## config.mk

```make
export PLATFORM = sky130hd
export DESIGN_NAME = aha_axi_lite_reg_slave
export DESIGN_NICKNAME = d
export VERILOG_FILES = /design/src/rtl/aha_axi_lite_reg_slave.sv
export SDC_FILE = /design/constraint.sdc
export NUM_CORES = 1
export LEC_CHECK = 0
export BUFFER_PORTS_ARGS = -buffer_cell sky130_fd_sc_hd__buf_2
export CAP_MARGIN = 15
export CORE_MARGIN = 8
export CORE_UTILIZATION = 25
export CTS_CLUSTER_DIAMETER = 80
export DETAILED_ROUTE_END_ITERATION = 7
export GPL_TIMING_DRIVEN = 0
export SLEW_MARGIN = 30
export SYNTH_ARGS = -nofsm -noshare
export SYNTH_HDL_FRONTEND = slang
export SYNTH_SLANG_ARGS = --single-unit
```

## constraint.sdc

```tcl
create_clock -name ACLK -period 2.83 [get_ports ACLK]
set_input_delay 0.283 -clock ACLK [delete_from_list [all_inputs] [get_ports ACLK]]
set_output_delay 0.283 -clock ACLK [all_outputs]
set_load 0.05 [all_outputs]
```

## src/rtl/aha_axi_lite_reg_slave.sv

```systemverilog
// AXI4-Lite register slave: NUM_REGS x 32-bit registers with independent AW/W capture and concurrent read path.
// Define AHA_LITE_REG_DECERR_EN to answer out-of-range accesses with DECERR instead of OKAY.
module aha_axi_lite_reg_slave #(
    parameter int          NUM_REGS  = 8,
    parameter logic [31:0] RESET_VAL = 32'h0000_0000
) (
    input  logic                  ACLK,
    input  logic                  ARESETn,
    input  logic [31:0]           LITE_AWADDR,
    input  logic                  LITE_AWVALID,
    output logic                  LITE_AWREADY,
    input  logic [31:0]           LITE_WDATA,
    input  logic [3:0]            LITE_WSTRB,
    input  logic                  LITE_WVALID,
    output logic                  LITE_WREADY,
    output logic [1:0]            LITE_BRESP,
    output logic                  LITE_BVALID,
    input  logic                  LITE_BREADY,
    input  logic [31:0]           LITE_ARADDR,
    input  logic                  LITE_ARVALID,
    output logic                  LITE_ARREADY,
    output logic [31:0]           LITE_RDATA,
    output logic [1:0]            LITE_RRESP,
    output logic                  LITE_RVALID,
    input  logic                  LITE_RREADY,
    output logic [NUM_REGS*32-1:0] REG_OUT,
    output logic [NUM_REGS-1:0]   WR_PULSE
);

    localparam logic [1:0] RESP_OKAY = 2'b00;
`ifdef AHA_LITE_REG_DECERR_EN
    localparam logic [1:0] RESP_OOR  = 2'b11;
`else
    localparam logic [1:0] RESP_OOR  = 2'b00;
`endif

    logic [31:0]         regs_q [NUM_REGS];
    logic [31:0]         regs_d [NUM_REGS];
    logic                aw_held_q, aw_held_d;
    logic [29:0]         awidx_q, awidx_d;
    logic                w_held_q, w_held_d;
    logic [31:0]         wdata_q, wdata_d;
    logic [3:0]          wstrb_q, wstrb_d;
    logic                bvalid_q, bvalid_d;
    logic [1:0]          bresp_q, bresp_d;
    logic                rvalid_q, rvalid_d;
    logic [31:0]         rdata_q, rdata_d;
    logic [1:0]          rresp_q, rresp_d;
    logic [NUM_REGS-1:0] wr_pulse_q, wr_pulse_d;

    logic                aw_hs, w_hs, ar_hs, commit;
    logic [29:0]         wr_idx;
    logic [31:0]         wr_data;
    logic [3:0]          wr_strb;
    logic [NUM_REGS-1:0] wr_hit, rd_hit;
    logic [31:0]         rd_mux;

    // Byte offset bits take no part in decode.
    logic unused_addr_lsbs;
    assign unused_addr_lsbs = ^{LITE_AWADDR[1:0], LITE_ARADDR[1:0]};

    assign LITE_AWREADY = ~aw_held_q & ~bvalid_q;
    assign LITE_WREADY  = ~w_held_q & ~bvalid_q;
    assign LITE_ARREADY = ~rvalid_q;
    assign LITE_BVALID  = bvalid_q;
    assign LITE_BRESP   = bresp_q;
    assign LITE_RVALID  = rvalid_q;
    assign LITE_RDATA   = rdata_q;
    assign LITE_RRESP   = rresp_q;
    assign WR_PULSE     = wr_pulse_q;

    assign aw_hs  = LITE_AWVALID & LITE_AWREADY;
    assign w_hs   = LITE_WVALID & LITE_WREADY;
    assign ar_hs  = LITE_ARVALID & LITE_ARREADY;
    assign commit = (aw_held_q | aw_hs) & (w_held_q | w_hs);

    // Held copies win; a live handshake is only possible when nothing is held.
    assign wr_idx  = aw_held_q ? awidx_q : LITE_AWADDR[31:2];
    assign wr_data = w_held_q ? wdata_q : LITE_WDATA;
    assign wr_strb = w_held_q ? wstrb_q : LITE_WSTRB;

    always_comb begin
        wr_hit = '0;
        rd_hit = '0;
        rd_mux = '0;
        for (int i = 0; i < NUM_REGS; i++) begin
            wr_hit[i] = (wr_idx == 30'(i));
            rd_hit[i] = (LITE_ARADDR[31:2] == 30'(i));
            if (rd_hit[i]) rd_mux = regs_q[i];
        end
    end

    always_comb begin
        regs_d     = regs_q;
        aw_held_d  = aw_held_q;
        awidx_d    = awidx_q;
        w_held_d   = w_held_q;
        wdata_d    = wdata_q;
        wstrb_d    = wstrb_q;
        bvalid_d   = bvalid_q;
        bresp_d    = bresp_q;
        rvalid_d   = rvalid_q;
        rdata_d    = rdata_q;
        rresp_d    = rresp_q;
        wr_pulse_d = '0;

        if (bvalid_q && LITE_BREADY) bvalid_d = 1'b0;

        if (commit) begin
            aw_held_d  = 1'b0;
            w_held_d   = 1'b0;
            bvalid_d   = 1'b1;
            bresp_d    = (|wr_hit) ? RESP_OKAY : RESP_OOR;
            wr_pulse_d = wr_hit;
            for (int i = 0; i < NUM_REGS; i++)
                for (int k = 0; k < 4; k++)
                    if (wr_hit[i] && wr_strb[k]) regs_d[i][8*k +: 8] = wr_data[8*k +: 8];
        end else begin
            if (aw_hs) begin
                aw_held_d = 1'b1;
                awidx_d   = LITE_AWADDR[31:2];
            end
            if (w_hs) begin
                w_held_d = 1'b1;
                wdata_d  = LITE_WDATA;
                wstrb_d  = LITE_WSTRB;
            end
        end

        // Read samples regs_q, so a same-edge commit returns the old value.
        if (ar_hs) begin
            rvalid_d = 1'b1;
            rdata_d  = rd_mux;
            rresp_d  = (|rd_hit) ? RESP_OKAY : RESP_OOR;
        end else if (rvalid_q && LITE_RREADY) begin
            rvalid_d = 1'b0;
        end
    end

    always_ff @(posedge ACLK or negedge ARESETn) begin
        if (!ARESETn) begin
            for (int i = 0; i < NUM_REGS; i++) regs_q[i] <= RESET_VAL;
            aw_held_q  <= 1'b0;
            awidx_q    <= '0;
            w_held_q   <= 1'b0;
            wdata_q    <= '0;
            wstrb_q    <= '0;
            bvalid_q   <= 1'b0;
            bresp_q    <= 2'b00;
            rvalid_q   <= 1'b0;
            rdata_q    <= '0;
            rresp_q    <= 2'b00;
            wr_pulse_q <= '0;
        end else begin
            regs_q     <= regs_d;
            aw_held_q  <= aw_held_d;
            awidx_q    <= awidx_d;
            w_held_q   <= w_held_d;
            wdata_q    <= wdata_d;
            wstrb_q    <= wstrb_d;
            bvalid_q   <= bvalid_d;
            bresp_q    <= bresp_d;
            rvalid_q   <= rvalid_d;
            rdata_q    <= rdata_d;
            rresp_q    <= rresp_d;
            wr_pulse_q <= wr_pulse_d;
        end
    end

    for (genvar g = 0; g < NUM_REGS; g++) begin : g_reg_out
        assign REG_OUT[32*g +: 32] = regs_q[g];
    end

endmodule

```

# After elaboration in Yosys (flattened, before gate mapping)
# Index checks and enable logic that the tools add are counted.
[op_classes] n_eq_ne=14 n_mux=20 bitwise=13 n_reduce_logical=74
[op_table] cell="$mux W32" count=9
[op_table] cell="$eq A30 B3 Y1 const B" count=8
[op_table] cell="$eq A30 B2 Y1 const B" count=4
[op_table] cell="$reduce_and A2 Y1" count=34
[op_table] cell="$eq A30 B1 Y1 const B" count=2
[op_table] cell="$logic_not A30 Y1" count=2
[op_table] cell="$logic_and A1 B1 Y1" count=34
[op_table] cell="$mux W30" count=1
[op_table] cell="$mux W1" count=8
[op_table] cell="$mux W8" count=1
[op_table] cell="$reduce_bool A2 Y1" count=4
[op_table] cell="$and A1 B1 Y1" count=6
[op_table] cell="$not A1 Y1" count=5
[op_table] cell="$mux W4" count=1
[op_table] cell="$or A1 B1 Y1" count=2
[word_totals] reg_bits=366 input_bits=107 word_cells=162

# Depth between registers and ports, before layout
# Gate-level depths: netlist of run 1.
[depth] ltp_word=9 mapped_depth=7 ltp_nobuf=5

# Least setup slack after synthesis of run 1
# Ideal clock, no wire load.
[synth_path] path_type="register to register" startpoint="reg rvalid_q, in the netlist LITE_RVALID" endpoint="reg rdata_q[12], in the netlist LITE_RDATA[12]" arrival_time_ps=2328 required_ps=2747 setup_slack_ps=419 stages_incl_launch_ff=7 path_buffers=1 period_less_slack_ps=2411 cell_sequence="dfrtp_1 inv_1 nand2_1 nor3_1 clkbuf_1 o2111ai_1 o21ai_0"
[synth_between] elab_chain_len=2
[synth_rtl] element="from (decl)" line="46" source="logic rvalid_q, rvalid_d;"
[synth_rtl] element="from (signal assigned)" line="163" source="rvalid_q <= rvalid_d;"
[synth_rtl] element="$not A1 Y1" line="64" source="assign LITE_ARREADY = ~rvalid_q;"
[synth_rtl] element="via LITE_ARREADY" line="21" source="output logic LITE_ARREADY,"
[synth_rtl] element="$and A1 B1 Y1" line="74" source="assign ar_hs = LITE_ARVALID & LITE_ARREADY;"
[synth_rtl] element="to (signal assigned)" line="164" source="rdata_q <= rdata_d;"
[synth_rtl] element="to (decl)" line="47" source="logic [31:0] rdata_q, rdata_d;"
# The timed path passes the listed nets, and every way through them passes these cells.
# A chain may end at the register's enable or synchronous reset.

# Final worst setup path of run 1
[layout_path] startpoint="reg w_held_q" endpoint="reg regs_q, in the netlist REG_OUT[193]"
[layout_between] elab_chain_len=6 word_cells_on_any_way=9 cone_classes="mux: 2; bitwise: 5; reduce/logical: 2"
[layout_rtl] element="from (decl)" line="41" source="logic w_held_q, w_held_d;"
[layout_rtl] element="from (signal assigned)" line="158" source="w_held_q <= w_held_d;"
[layout_rtl] element="$not A1 Y1" line="63" source="assign LITE_WREADY = ~w_held_q & ~bvalid_q;"
[layout_rtl] element="$and A1 B1 Y1" line="63"
[layout_rtl] element="$and A1 B1 Y1" line="73" source="assign w_hs = LITE_WVALID & LITE_WREADY;"
[layout_rtl] element="$or A1 B1 Y1" line="75" source="assign commit = (aw_held_q | aw_hs) & (w_held_q | w_hs);"
[layout_rtl] element="$and A1 B1 Y1" line="75"
[layout_rtl] element="$reduce_and A2 Y1 (no source line)"
[layout_rtl] element="to (signal assigned)" line="155" source="regs_q <= regs_d;"
[layout_rtl] element="to (decl)" line="37" source="logic [31:0] regs_q [NUM_REGS];"
# Parallel ways exist; a longest one is shown, timed or not.

==> results of run 1 <==
==> layout make-up <==
type | instances | share of cell area, %
multi-input combinational | 796 | 33.4
inverter | 5 | 0.0830
buffer | 71 | 1.69
sequential | 366 | 40.5
antenna | 3 | 0.0332
clock buffer | 64 | 5.92
tap | 873 | 4.83
timing repair buffer | 480 | 12.8
clock inverter | 17 | 0.785
==> through the flow <==
stage                     worst slack, ns  hold WS, ns  cell area, um^2  util [%]
after floorplan                     0.419      -0.0126            17000         -
after global placement              -5.76        0.463            20100      29.9
after detailed placement           -0.276        0.329            20300      30.2
after CTS                          0.0120       0.0167            22600      33.6
after global routing               0.0263       0.0319            22600      33.6
final                               0.139       0.0687            22600      33.6
==> logic make-up (layout without fill, tap and decap cells) <==
| family | Yosys count | after routing |
|---|---|---|
| muxes | 428 | 428 |
| DFF | 366 | 366 |
| and+or+nand+nor | 184 | 184 |
| AOI/OAI and AO/OA | 180 | 180 |
| buffers and inverters | 77 | 637 |
| other | 1 | 7 |
==> routing by layer <==
layer,vias up,share of wire [%]
met5,-,0
met4,0,5.1
met3,173,7.1
met2,540,47
met1,7006,41
li1,5721,-
==> worst max-delay path: stages, from the launching register on <==
cell	delay [ns]
dfrtp_1	0.33
buf_2	0.19
buf_2	0.44
clkbuf_1	0.78
mux2_2	0.51
mux2_2	0.30
==> placed cells by master, fill, tap and decap left out, types with 9 or more instances in the layout <==
cell	instances
a21oi_1	45
a221o_1	23
a22oi_1	11
buf_2	414
buf_4	9
clkbuf_1	30
clkbuf_16	47
clkbuf_2	17
clkbuf_8	10
dfrtp_1	366
dlygate4sd3_1	68
mux2_2	374
mux2i_1	49
nand2_1	38
nand2b_1	10
nand4_4	32
nor2_1	21
nor2b_1	10
nor3_1	25
nor4_1	14
o21ai_0	35
o22ai_1	26
o2bb2ai_1	20
==> power by group through the flow <==
| stage | combinational [mW] | clock, mW | sequential, mW |
|---|---|---|---|
| final | 2.82 | 5.88 | 6.01 |
| after global routing | 3.03 | 6.26 | 6.06 |
| after CTS | 2.86 | 6.04 | 5.99 |
| after detailed placement | 2.76 | 0 | 6.08 |
| after global placement | 2.65 | 0 | 6.04 |
| after floorplan | 1.70 | 0 | 6.03 |
==> registers in the layout, indices dropped and copies added (netlist names) <==
register	flops
LITE_BVALID	1
LITE_RDATA	32
LITE_RVALID	1
REG_OUT	256
WR_PULSE	8
aw_held_q	1
awidx_q	30
w_held_q	1
wdata_q	32
wstrb_q	4
==> how the worst max path moves through the flow <==
stage | slack, ns | to | cells past startpoint
global route | 0.03 | REG_OUT[224]$_DFFE_PN0P_ | 5
CTS | 0.01 | wdata_q[10]$_DFFE_PN0P_ | 7
global placement | -5.76 | REG_OUT[180]$_DFFE_PN0P_ | 1
floorplan | 0.42 | LITE_RDATA[12]$_DFFE_PN0P_ | 6
finish | 0.14 | REG_OUT[193]$_DFFE_PN0P_ | 5
detailed placement | -0.28 | REG_OUT[110]$_DFFE_PN0P_ | 6
==> what timing repair did <==
| action | in CTS | in global routing |
|---|---|---|
| hold buffers | 68 | 0 |
| buffers inserted | 2 | 0 |
| endpoints found under the setup margin | 287 | 198 |
| endpoints found under the hold margin | 142 | 0 |
| resized for setup | 12 | 5 |
| pin swaps | 1 | 1 |
==> results.ini, run 1 <==
[outcome]
status = finished clean

[layout]
multi_input_area_um2 = 7550
drive_gt1_share_pct = 52.9
fin_nets = 1872
regArea_um2 = 9160
syn_to_final_growth_pct = 33.2
fillers = 6750
layout.cells.non_filler = 2675

[cts]
clkTransAtPathRegs_ns = 0.06
root_buffer = clkbuf_16
clkSinkCount = 366
clockBufferDepth = 3
cts_buffers = 45
clock_latency_ns = 0.57
cts-htree-levels = 2
cts_tree = done

[timing]
worstMarginPinSlew_ns = 1.08
fmaxAchievable_mhz = 372
hold_viol = 0
final-setup-viol-count = 0
final-max-slew-violation-count = 0
period_needed_ns = 2.69
max-slew-margin-rel_pct = 28.3
rsz0062_at_grt = no
fin_skew_ns = 0.0125
finalSetupTns_ns = 0
finalCritPeriodShare_pct = 95.1

[setup_path]
reg2reg_to = REG_OUT[193]$_DFFE_PN0P_
crit_arrival_ns = 3.14
cp-end-kind = register
reg2reg_depth = 5
worst_setup_path_start_kind = register
crit_start = w_held_q$_DFFE_PN0P_
path_class = register to register
r2r_start = w_held_q$_DFFE_PN0P_
crit_fanout = 10
regToRegSetupSlack_ns = 0.14
required_ns = 3.28

[synthesis]
synth_common_cells = mux2_2 (374), dfrtp_1 (366), mux2i_1 (50), a21oi_1 (45), clkbuf_1 (41)
synth_warnings = 0
synth_top_area_share_pct = 53.9
synth.mux.area_fraction_pct = 28.3
synth_seq_cells = 366
yosysMostFrequentCell = mux2_2
syn_inst = 1236
synth_edf_count = 0
async_flop_share_pct = 100
synth_ff_type = dfrtp_1
syn_area_um2 = 17000
synth_fa_ha_area_share_pct = 0
synth_area_leaders = dfrtp_1 (54%), mux2_2 (25%), nand4_4 (3.8%)
ys_seq_area_share_pct = 53.9
synth_top_family_by_area = multiplexers
synth-simple-area-share_pct = 8.42
synth_compound_area_share_pct = 7.30
yosysTopAreaCell = dfrtp_1
avgSynthCellArea_um2 = 13.7
synth-xor-area-share_pct = 0
ys_types = 42

[die]
row_count = 95
fp.dieArea_um2 = 76600
die_h_um = 277
fp.dieW_um = 277
initial_utilization_pct = 25.3
pin_count = 412
core_area_um2 = 67300

[power_and_ir_drop]
internal_power_mw = 10.3
power_mw = 14.7
power.leakage_nw = 11.7
cellPowerDensity_nw_per_um2 = 650
clkPwrFrac_pct = 40.0
p_sw_share_pct = 30.3
combPwrFrac_pct = 19.2
ir_drop_uv = 336
seq_power_share_pct = 40.8
switchingPower_mw = 4.45

[flow_run]
drv_cap = 0

[route]
vias = 13400
ant_nets = 0
routed_wl_mm = 75.1
route.detailed.drc = 0
drt_iter0_drc = 879
dr.pass1.iters = 5
wl_per_cell_um = 28.1
drt-vias-per-instance = 5.02

[worst_hold_path]
hold_class = input pin to register
hold_path_end = w_held_q$_DFFE_PN0P_
whs_path_depth = 3
hold_path_startpoint = LITE_AWVALID

[place]
dp.cells = 2522
gp_congestion = 0.830
hpwl_mm = 55.6
io_buffers = 402

[global_routing]
grt_max_degree = 86
grt_util_all_layers_pct = 19.1
grt_pass1_wl_mm = 107
met3_usage_pct = 5.35
antenna_found_initial = 2
grt_remaining_overflow = 0
gr-max-usage-layer = met2
met2_usage_pct = 31.1
use_met1_pct = 23.2
grt_pass1_vias = 14700

Note: power is estimated with default switching activity, not from simulation.
==> inputs of run 2 (changes only) <==
--- a/config.mk
+++ b/config.mk
@@ -12,7 +12,7 @@
 export CTS_CLUSTER_DIAMETER = 80
 export DETAILED_ROUTE_END_ITERATION = 7
 export GPL_TIMING_DRIVEN = 0
-export SLEW_MARGIN = 30
+export REMOVE_ABC_BUFFERS = 1
 export SYNTH_ARGS = -nofsm -noshare
 export SYNTH_HDL_FRONTEND = slang
 export SYNTH_SLANG_ARGS = --single-unit
==> run 2 against run 1 <==
Clock-buffer cell count fell by 2. Flip-flop and latch count did not move. First-iteration DRC count down 9.3%. Hold slack got worse by 0.010 ns. Cell area rose by 1.2%. Via count is 3.1% lower. Critical path depth up 6. Worst setup slack worse by 0.054 ns. Global-route usage is 2.0 points lower. Clock power decreased by 4.9%. Clock skew grew 0.0088 ns. Critical path type unchanged.
==> results.ini, run 2 (synthesized netlist as in run 1, its figures left out) <==
[layout]
final_common_cell = buf_2
drive_gt1_share_pct = 53.7
fin_nets = 1838
syn_to_final_growth_pct = 34.7
mostFrequentLayoutCells = buf_2 (400), mux2_2 (372), dfrtp_1 (364)
largest_reg_flops = 256

[setup_path]
critPathTopFamily = buffers and inverters
worst_setup_path_start_kind = register
cp_slowest_cell = dfrtp_4
path_class = register to register
cp-end-kind = register
cpPeakStageDelay_ns = 0.47
critPathBufInv = 6
crit_top_cell = buf_8
crit_arrival_ns = 3.17
required_ns = 3.26
crit_fanout = 8
path_cells = buf_4 > o22ai_1 > a21o_1 > a2111oi_4 > buf_8 > buf_8 > buf_8 > buf_12 > nand4_4 > buf_12 > mux2_4

[timing]
max-slew-margin-rel_pct = 29.8
fin_ws_ns = 0.0852
hold_slack_ns = 0.0587
finalSetupTns_ns = 0
worstMarginPinSlew_ns = 1.05
fmaxAchievable_mhz = 364
hold_viol = 0
final-setup-viol-count = 0
finalCritPeriodShare_pct = 97.0
fin_skew_ns = 0.0214
final-max-slew-violation-count = 0
period_needed_ns = 2.74

[global_routing]
grt_max_degree = 114
grt_util_all_layers_pct = 17.1
grt_remaining_overflow = 0
grt_pass1_vias = 13600
grt_pass1_wl_mm = 97.8
antenna_found_initial = 2

[die]
row_count = 95
fp.dieW_um = 277
initial_utilization_pct = 25.3
die_h_um = 277
fp.dieArea_um2 = 76600
core_area_um2 = 67300
pin_count = 412

[power_and_ir_drop]
combPwrFrac_pct = 19.8
cellPowerDensity_nw_per_um2 = 635
power.leakage_nw = 11.8
ir_drop_uv = 351
p_sw_share_pct = 29.7
internal_power_mw = 10.2
seq_power_share_pct = 41.7
switchingPower_mw = 4.32
clkPwrFrac_pct = 38.4

[route]
dr.pass1.iters = 5
drt_iter0_drc = 797
ant_nets = 0
vias = 13000
wl_per_cell_um = 25.9
drt-vias-per-instance = 4.94
routed_wl_mm = 68.4
route.detailed.drc = 0

[cts]
clockBufferDepth = 3
cts_tree = done
cts_buffers = 44
root_buffer = clkbuf_16
clkSinkCount = 366
cts-htree-levels = 2
clock_latency_ns = 0.56
clkTransAtPathRegs_ns = 0.06

[worst_hold_path]
hold_class = input pin to register

[outcome]
status = finished clean

[place]
hpwl_mm = 48.9
io_buffers = 403
pre_cts_ws_ns = -0.966
gp_congestion = 0.782

[flow_run]
drv_cap = 0

==> run 2: cell count changes in the layout (fill, tap and decap cells not counted), sizes merged <==
cell | previous run | this run
clkbuf | 105 | 62
buf | 441 | 450
inv | 11 | 8
clkinv | 7 | 9
clkinvlp | 2 | 0
diode | 3 | 1
bufinv | 2 | 3
clkdlybuf4s15 | 1 | 0
dlygate4sd3 | 68 | 67
nand2 | 39 | 40
==> run 2: worst paths after layout <==
kind                       cells past startpoint  slack [ns]                        from                         end
min in group asynchronous                      2        0.27                     ARESETn     REG_OUT[60]$_DFFE_PN0P_
min reg2reg                                    2        0.48  LITE_RDATA[16]$_DFFE_PN0P_  LITE_RDATA[16]$_DFFE_PN0P_
min                                            3        0.06                LITE_AWVALID        w_held_q$_DFFE_PN0P_
max                                           11        0.09       aw_held_q$_DFFE_PN0P_    REG_OUT[162]$_DFFE_PN0P_
max in group asynchronous                      4        1.14                     ARESETn     REG_OUT[67]$_DFFE_PN0P_
max reg2reg                                   11        0.09       aw_held_q$_DFFE_PN0P_    REG_OUT[162]$_DFFE_PN0P_
==> run 2: worst min-delay path, delay by kind of cell <==
family,cells,cell delay [ns]
compound gates,2,0.19
buf+inv,1,0.11
==> run 2: per-stage QoR <==
| stage | util, % | area, um^2 | instances | power (mW) |
|---|---|---|---|---|
| final | 34.0 | 22900 | 2636 | 14.5 |
| after global routing | 34.0 | 22900 | 2636 | 15.2 |
| after global placement | 29.4 | 19800 | 2443 | 8.55 |
| after CTS | 33.9 | 22800 | 2628 | 14.7 |
| after floorplan | - | 16700 | 1167 | 7.64 |
| after detailed placement | 30.4 | 20500 | 2472 | 8.89 |
==> run 2: layer usage <==
layer	up-vias	track usage, %	part of all wire, %
met3	110	4.05	6.3
li1	5679	-	-
met2	495	28.0	47
met1	6743	22.0	43
met4	0	5.50	3.2
met5	-	0	0
==> run 2: layout make-up <==
type | instances | area, um^2
multi-input combinational | 797 | 7670
clock inverter | 15 | 174
clock buffer | 62 | 1230
inverter | 5 | 18.8
sequential | 366 | 9170
antenna | 1 | 2.50
tap | 873 | 1090
timing repair buffer | 517 | 3540
fill | 6624 | 44400
==> run 2: repair_timing <==
action                     in CTS  in global routing
setup endpoints to repair     260                152
hold endpoints to repair      137                  0
hold buffers                   67                  0
gates cloned                    0                  1
pin swaps                       8                  5
setup buffers                  12                  6
gates resized for setup        13                  7
==> run 2: power by group through the flow <==
stage | combinational, mW | sequential [mW] | clock (mW)
after floorplan | 1.53 | 6.11 | 0
after global placement | 2.33 | 6.22 | 0
after detailed placement | 2.73 | 6.16 | 0
after CTS | 2.87 | 6.05 | 5.75
after global routing | 3.11 | 6.13 | 5.97
final | 2.89 | 6.07 | 5.59
